### src/rtl/bram_port_arbiter.sv
// Shares one BRAM port between the FMC bridge (absolute priority) and NREQ round-robin masters.
// Define ARB_WATCHDOG_EN to force-release any grant held for MAX_HOLD consecutive cycles.
module bram_port_arbiter #(
  parameter int AW       = 11,
  parameter int DW       = 32,
  parameter int NREQ     = 4,
  parameter int MAX_HOLD = 256
) (
  input  logic               fmc_clk,
  input  logic               rst,
  input  logic               fmc_en,
  input  logic               fmc_we,
  input  logic [AW-1:0]      fmc_a,
  input  logic [DW-1:0]      fmc_di,
  output logic [DW-1:0]      fmc_do,
  input  logic [NREQ-1:0]    req,
  input  logic [NREQ-1:0]    req_last,
  input  logic [NREQ-1:0]    req_we,
  input  logic [NREQ*AW-1:0] req_a,
  input  logic [NREQ*DW-1:0] req_di,
  output logic [NREQ-1:0]    gnt,
  output logic               stall,
  output logic [DW-1:0]      req_do,
  output logic               bram_en,
  output logic               bram_we,
  output logic [AW-1:0]      bram_a,
  output logic [DW-1:0]      bram_do,
  input  logic [DW-1:0]      bram_di,
  output logic               wdog_err
);

  localparam int PW = (NREQ > 1) ? $clog2(NREQ) : 1;

  typedef enum logic {IDLE, GRANT} stateT;

  stateT           r_state, w_stateNxt;
  logic [NREQ-1:0] r_gnt, w_gntNxt;
  logic [PW-1:0]   r_ptr, w_ptrNxt;
  logic [PW-1:0]   w_own, w_ptrRel;
  logic [NREQ-1:0] w_others;
  logic            w_stall, w_release, w_fire;

  if (NREQ < 2 || NREQ > 8 || MAX_HOLD < 1) begin : g_badParams
    $error("bram_port_arbiter: NREQ must be 2..8 and MAX_HOLD at least 1");
  end

  // First set bit of vec at or after start, wrapping past NREQ-1 back to 0.
  function automatic logic [PW-1:0] rrPick(input logic [NREQ-1:0] vec, input logic [PW-1:0] start);
    logic [PW:0] idx;
    logic        found;
    rrPick = start;
    found  = 1'b0;
    for (int k = 0; k < NREQ; k++) begin
      idx = {1'b0, start} + (PW+1)'(k);
      if (idx >= (PW+1)'(NREQ)) idx = idx - (PW+1)'(NREQ);
      if (!found && vec[idx[PW-1:0]]) begin
        rrPick = idx[PW-1:0];
        found  = 1'b1;
      end
    end
  endfunction

  always_comb begin
    w_own = '0;
    for (int k = 0; k < NREQ; k++) begin
      if (r_gnt[k]) w_own = PW'(k);
    end
  end

  always_comb begin
    bram_en = 1'b0;
    bram_we = 1'b0;
    bram_a  = '0;
    bram_do = '0;
    if (fmc_en) begin
      bram_en = 1'b1;
      bram_we = fmc_we;
      bram_a  = fmc_a;
      bram_do = fmc_di;
    end else begin
      for (int k = 0; k < NREQ; k++) begin
        if (r_gnt[k]) begin
          bram_en = req[k];
          bram_we = req[k] & req_we[k];
          bram_a  = req_a[AW*k +: AW];
          bram_do = req_di[DW*k +: DW];
        end
      end
    end
  end

  // A stalled cycle never completes an access, so req_last is only honoured when the port is ours.
  assign w_stall   = fmc_en & (|r_gnt);
  assign w_release = (r_state == GRANT) &
                     ((~|(req & r_gnt)) | ((~w_stall) & (|(req & req_last & r_gnt))) | w_fire);
  assign w_ptrRel  = (w_own == PW'(NREQ - 1)) ? '0 : w_own + PW'(1);
  assign w_others  = req & ~r_gnt;

  always_comb begin
    w_stateNxt = r_state;
    w_gntNxt   = r_gnt;
    w_ptrNxt   = r_ptr;
    case (r_state)
      IDLE: begin
        if (|req) begin
          w_gntNxt                     = '0;
          w_gntNxt[rrPick(req, r_ptr)] = 1'b1;
          w_stateNxt                   = GRANT;
        end
      end
      GRANT: begin
        if (w_release) begin
          w_ptrNxt = w_ptrRel;
          w_gntNxt = '0;
          if (|w_others) w_gntNxt[rrPick(w_others, w_ptrRel)] = 1'b1;
          else           w_stateNxt = IDLE;
        end
      end
      default: begin
        w_stateNxt = IDLE;
        w_gntNxt   = '0;
      end
    endcase
  end

  always_ff @(posedge fmc_clk or posedge rst) begin
    if (rst) begin
      r_state <= IDLE;
      r_gnt   <= '0;
      r_ptr   <= '0;
    end else begin
      r_state <= w_stateNxt;
      r_gnt   <= w_gntNxt;
      r_ptr   <= w_ptrNxt;
    end
  end

`ifdef ARB_WATCHDOG_EN
  localparam int CW = $clog2(MAX_HOLD + 1);

  logic [CW-1:0] r_holdCnt;
  logic          r_wdogErr;

  // The count restarts whenever ownership changes, so it measures one uninterrupted grant.
  assign w_fire = (r_state == GRANT) && (r_holdCnt == CW'(MAX_HOLD - 1));

  always_ff @(posedge fmc_clk or posedge rst) begin
    if (rst) begin
      r_holdCnt <= '0;
      r_wdogErr <= 1'b0;
    end else begin
      r_wdogErr <= w_fire;
      if (r_state == GRANT && !w_release) r_holdCnt <= r_holdCnt + CW'(1);
      else                                r_holdCnt <= '0;
    end
  end

  assign wdog_err = r_wdogErr;
`else
  assign w_fire   = 1'b0;
  assign wdog_err = 1'b0;
`endif

  assign gnt    = r_gnt;
  assign stall  = w_stall;
  assign fmc_do = bram_di;
  assign req_do = bram_di;

endmodule

### config.mk
export PLATFORM = sky130hd
export DESIGN_NAME = bram_port_arbiter
export DESIGN_NICKNAME = d
export VERILOG_FILES = /design/src/rtl/bram_port_arbiter.sv
export SDC_FILE = /design/constraint.sdc
export NUM_CORES = 1
export LEC_CHECK = 0
export CORE_AREA = 2 2 148 150
export CTS_CLUSTER_SIZE = 40
export DETAILED_ROUTE_END_ITERATION = 12
export DIE_AREA = 0 0 150 152
export GPL_TIMING_DRIVEN = 0
export PLACE_DENSITY_LB_ADDON = 0.05
export RECOVER_POWER = 25
export SYNTH_ARGS = -nofsm -noshare
export SYNTH_HDL_FRONTEND = slang
export SYNTH_SLANG_ARGS = --single-unit
### constraint.sdc
create_clock -name fmc_clk -period 1.8 [get_ports fmc_clk]
set_clock_uncertainty 0.2 [all_clocks]
set_input_delay 0.36 -clock fmc_clk [delete_from_list [all_inputs] [get_ports fmc_clk]]
set_output_delay 0.36 -clock fmc_clk [all_outputs]
set_load 0.05 [all_outputs]
# Word-level counts from Yosys, hierarchy flattened
# Index checks and enable logic that the tools add are counted.
# op_classes
n_bitwise	15
add_sub_neg	15
mux	114
n_reduce_logical	22
magnitude_cmp	20
eq_ne	3
# ops
operator	count
$mux 32	5
$mux 2	44
$mux 11	5
$mux 1	45
$lt 2x3->1 const B	10
$reduce_or 4->1	5
$ge 3x3->1 const B	6
$and 4x4->4	4
$bmux 1 s2	8
$sub 2x1->2 const B	8
$add 2x2->3 const B	4
$mux 4	3
$logic_and 1x1->1	8
$pmux 4 s2	1
$and 1x1->1	7
$logic_not 1->1	7
$add 2x1->3 const B	2
$ge 2x3->1 const B	2
$demux 1 s2	2
$ge 2x1->1 const B	2
$not 4->4	1
$reduce_and 2->1	2
$add 2x1->2 const B	1
$eq 2x2->1 const B	1
other kinds (5)	6
# totals
elab_cells	192
reg_bits	7
input_bits	263

# Logic depth before layout (Yosys ltp)
# depth
ltp_word	41
mapped_depth	8
ltp_nobuf	5

# Least setup slack after synthesis
# Ideal clock, no wire load.
# synth_path
kind	register -> output
start	register r_gnt[0], in the netlist gnt[0]
end	output port bram_do[10]
setup_slack_ns	-1.515
stages_incl_launch_ff	9
arrival_ns	2.755
n_path_buf	3
path_cell_list	dfrtp_1 -> buf_6 -> nor2b_1 -> buf_2 -> clkbuf_1 -> a221oi_1 -> nor3_1 -> a21oi_1 -> o21ai_0
# synth_via
elab_chain_len	5
# synth_rtl
item	line	text
start: declaration	37	logic [NREQ-1:0] r_gnt, w_gntNxt;
start signal: assignment	133	r_gnt <= w_gntNxt;
$mux 32 (4 in series)	82	if (r_gnt[k]) begin
$mux 32	75	if (fmc_en) begin
end: declaration	27	output logic [DW-1:0] bram_do,
# No other way between the ends.

# Worst setup path in the final report
# layout_path
start	register r_gnt[1], in the netlist gnt[1]
end	output port bram_a[10]
# layout_via
elab_chain_len	4
# layout_rtl
item	line	text
$mux 11 (3 in series)	82	
$mux 11	75	
end: declaration	26	output logic [AW-1:0] bram_a,
# No other way between the ends.

==> impl_metrics.prom <==
# TYPE chip_impl_metric gauge
chip_impl_metric{name="max-vdd-ir-drop",unit="mV"} 1.04
chip_impl_metric{name="pwrdens",unit="nW/µm²"} 1110
chip_impl_metric{name="cts.htree.levels",unit=""} 1
chip_impl_metric{name="area_after_detailed_placement",unit="µm²"} 7550
chip_impl_metric{name="yosys_warnings",unit=""} 0
chip_impl_metric{name="final_max_slew_viol_count",unit=""} 0
chip_impl_metric{name="ys_seq_area_share",unit="%"} 6.24
chip_impl_metric{name="transition_time_at_the_pin_with_the_least_slew_margin",unit="ns"} 0.648
chip_impl_metric{name="finish.net_count",unit=""} 1099
chip_impl_metric{name="period_share",unit="%"} 140
chip_impl_metric{name="hpwl",unit="µm"} 18400
chip_impl_info{name="crit_path_cell_trace",value="buf_8, buf_6, buf_12, buf_4, a221oi_2, nor3_2, a21oi_2, o21ai_4, buf_8"} 1
chip_impl_metric{name="timing.critical_path.required",unit="ns"} 1.24
chip_impl_info{name="synth-main-ff-cell",value="dfrtp_1"} 1
chip_impl_info{name="run_status",value="finished, violations left"} 1
chip_impl_metric{name="synth_cell_type_count",unit=""} 50
chip_impl_metric{name="antenna_left",unit=""} 0
chip_impl_metric{name="timing.fmax",unit="MHz"} 396
chip_impl_metric{name="detailedRoute.firstIterationViolations",unit=""} 140
chip_impl_info{name="final_common_cell",value="clkdlybuf4s50_1"} 1
chip_impl_metric{name="finalNonFillerCells",unit=""} 1121
chip_impl_metric{name="fp.dieArea",unit="µm²"} 22800
chip_impl_metric{name="clock_pin_transition_on_the_worst_setup_and_hold_timing_paths",unit="ns"} 0.04
chip_impl_info{name="cp_common_cell",value="buf_8"} 1
chip_impl_info{name="hp-class",value="in -> async"} 1
chip_impl_metric{name="start_util",unit="%"} 13.2
chip_impl_metric{name="pin_count_of_the_biggest_net_entering_global_routing",unit=""} 11
chip_impl_metric{name="synthesis.area",unit="µm²"} 2810
chip_impl_metric{name="syn_inst",unit=""} 448
chip_impl_metric{name="worst_skew_pair.late_latency",unit="ns"} 0.23
chip_impl_info{name="slowest_stage",value="dfrtp_2"} 1
chip_impl_metric{name="placement_rows",unit=""} 54
chip_impl_info{name="worst_setup_path_start_kind",value="flip-flop"} 1
chip_impl_metric{name="arrival",unit="ns"} 1.97
chip_impl_metric{name="dp_worst_setup_slack",unit="ns"} -1.71
chip_impl_metric{name="drive_above_1_share",unit="%"} 48.4
chip_impl_metric{name="globalRouteOverflowTotal",unit=""} 0
chip_impl_metric{name="area_growth_from_synthesis_to_layout",unit="%"} 222
chip_impl_metric{name="route.detailed.wl_per_inst",unit="µm"} 20.8
chip_impl_metric{name="via_count_of_the_first_global_routing_pass",unit=""} 5192
chip_impl_metric{name="p_leak",unit="µW"} 0.00354
chip_impl_metric{name="fp.coreArea",unit="µm²"} 21400
chip_impl_metric{name="drt-pass1-iter-count",unit=""} 4
chip_impl_info{name="clock_tree_from_tritoncts",value="done"} 1
chip_impl_metric{name="finalWeightedCongestion",unit=""} 0.855
chip_impl_metric{name="final_cell_area",unit="µm²"} 9040
chip_impl_metric{name="worst-path-buf-inv",unit=""} 5
chip_impl_info{name="cp-end-kind",value="primary output"} 1
chip_impl_metric{name="synth.avg_cell_area",unit="µm²"} 6.27
chip_impl_metric{name="numCtsBuffers",unit=""} 3
chip_impl_metric{name="layout_setup_ws",unit="ns"} -0.726
chip_impl_metric{name="antenna_violations_before_repair",unit=""} 9
chip_impl_metric{name="fillerInstances",unit=""} 2135
chip_impl_metric{name="route.final.wire_length",unit="µm"} 23300
chip_impl_metric{name="grt_util_all_layers",unit="%"} 18.7
chip_impl_metric{name="cap_violations",unit=""} 0
chip_impl_metric{name="area.sequential",unit="µm²"} 180
chip_impl_metric{name="slew_headroom",unit="%"} 56.8
chip_impl_metric{name="detailroute.via_count",unit=""} 5032
chip_impl_metric{name="finish.utilization",unit="%"} 42.3
chip_impl_info{name="mostFrequentLayoutCells",value="271 x clkdlybuf4s50_1, 94 x buf_4, 47 x nand2_1"} 1
chip_impl_metric{name="holdBufCountCts",unit=""} 0
chip_impl_info{name="crit_family",value="buffers and inverters"} 1
chip_impl_metric{name="drc_errors",unit=""} 0
chip_impl_metric{name="ys_async_sr_fraction",unit="%"} 100
chip_impl_metric{name="dieWidth",unit="µm"} 150
chip_impl_metric{name="vias_per_cell",unit=""} 4.49
chip_impl_info{name="cts-root-buf",value="clkbuf_16"} 1
chip_impl_metric{name="ff_latch_count_synth",unit=""} 7
chip_impl_metric{name="sink_count",unit=""} 7
chip_impl_info{name="crit_type",value="reg -> out"} 1
chip_impl_metric{name="place_inst",unit=""} 1069
chip_impl_metric{name="portBuffers",unit=""} 341
chip_impl_metric{name="final.min_clock_period",unit="ns"} 2.53
chip_impl_metric{name="clock_path_buffers",unit=""} 2
chip_impl_info{name="unrepaired_setup_endpoints_after_global_routing",value="true"} 1
chip_impl_info{name="violations",value="setup timing"} 1
chip_impl_metric{name="syn_nets",unit=""} 711
chip_impl_metric{name="critical_path_peak_fanout",unit=""} 7
chip_impl_metric{name="multi_input_area",unit="µm²"} 3350
chip_impl_metric{name="pin_count",unit=""} 378
chip_impl_metric{name="timing.final.hold_violations",unit=""} 0
chip_impl_metric{name="synth_enable_flop_cells",unit=""} 0
chip_impl_metric{name="grt_pass1_wl",unit="µm"} 32800
chip_impl_metric{name="finalSetupViolCount",unit=""} 53
chip_impl_metric{name="critical_path.max_stage_delay",unit="ns"} 0.43
chip_impl_metric{name="dieHeight",unit="µm"} 152
-- synth_stat cells (2+ instances only) --
| master | number | area share [%] |
|---|---|---|
| o31ai_1 | 2 | 0.53 |
| a221o_1 | 2 | 0.71 |
| nor2b_1 | 28 | 6.2 |
| inv_1 | 6 | 0.80 |
| buf_6 | 2 | 0.80 |
| a221oi_1 | 43 | 13 |
| nor3_1 | 26 | 4.6 |
| dfrtp_1 | 7 | 6.2 |
| a22oi_1 | 18 | 4.8 |
| mux2_2 | 2 | 0.80 |
| nand2_1 | 47 | 6.3 |
| and3_1 | 2 | 0.45 |
| buf_1 | 2 | 0.27 |
| and2_1 | 2 | 0.45 |
| nor4_1 | 2 | 0.45 |
| o22ai_1 | 3 | 0.67 |
| buf_4 | 65 | 17 |
| nand3_1 | 7 | 1.2 |
| nor2_1 | 22 | 2.9 |
| clkbuf_1 | 31 | 4.1 |
| nand2b_1 | 8 | 1.8 |
| buf_2 | 11 | 2.0 |
| o21ai_0 | 51 | 9.1 |
| a21oi_1 | 33 | 5.9 |
-- per-layer routing --
metal  wire length, µm  global-route usage (%)  up-vias
met5                42                       0        -
met1              8740                    20.6     2412
li1                  -                       -     2372
met4               503                    4.00        6
met2             12200                    35.5      210
met3              1760                    4.50       32
-- repair_timing --
action                                  CTS  global route
buffers inserted                         24            17
endpoints found under the setup margin   62            66
pin swaps                                35            38
cloned                                    3             3
resized for setup                       437           119
-- power breakdown --
part	switching, µW	internal, µW	total [µW]
Clock	77.5	294	372
Combinational	4880	4430	9310
Sequential	107	234	341
Total	5070	4960	10000
-- flip-flops by register name (all words and copies together) (netlist names) --
register,count
gnt,4
r_ptr,2
r_state,1
-- cells by family (layout without fill, tap and decap cells) --
| kind of cell | Yosys count | after routing | share of synthesized area [%] |
|---|---|---|---|
| AND/OR/NAND/NOR | 155 | 155 | 27.6 |
| multiplexers | 2 | 2 | 0.802 |
| buffers and inverters | 117 | 504 | 25.4 |
| flip-flops | 7 | 7 | 6.24 |
| other | 1 | 7 | 0.134 |
| AO/OA/AOI/OAI | 166 | 166 | 39.8 |
-- cell type report --
class,instances,area share (%)
timing repair buffer,386,44.5
multi-input combinational,324,37.1
buffer,108,11.2
tap,280,3.88
sequential,7,1.99
clock buffer,4,0.872
inverter,6,0.249
antenna,6,0.166
-- per-stage QoR --
stage,total power [µW],hold WS (ns),setup TNS (ns)
2_1_floorplan,5270,-0.0369,-22.88
3_3_place_gp,7350,0.407,-65.76
3_5_place_dp,7390,0.405,-67.40
4_1_cts,8840,0.179,-32.17
5_1_grt,10600,0.346,-35.67
6_report,10000,0.306,-31.92
-- path summary, 6_finish.rpt --
kind | slack [ns] | to | cells after the start | startpoint
worst max-delay path | -0.73 | bram_a[10] | 9 | gnt[1]
worst min-delay path | 0.31 | r_state | 2 | rst
max in group asynchronous | 0.86 | gnt[3] | 2 | rst
worst min register to register | 0.42 | r_ptr[1] | 2 | r_ptr[1]
min in group fmc_clk | 0.42 | r_ptr[1] | 2 | r_ptr[1]
worst max register to register | -0.45 | gnt[2] | 7 | gnt[0]
No activity file was read; power rests on OpenSTA's default activity.
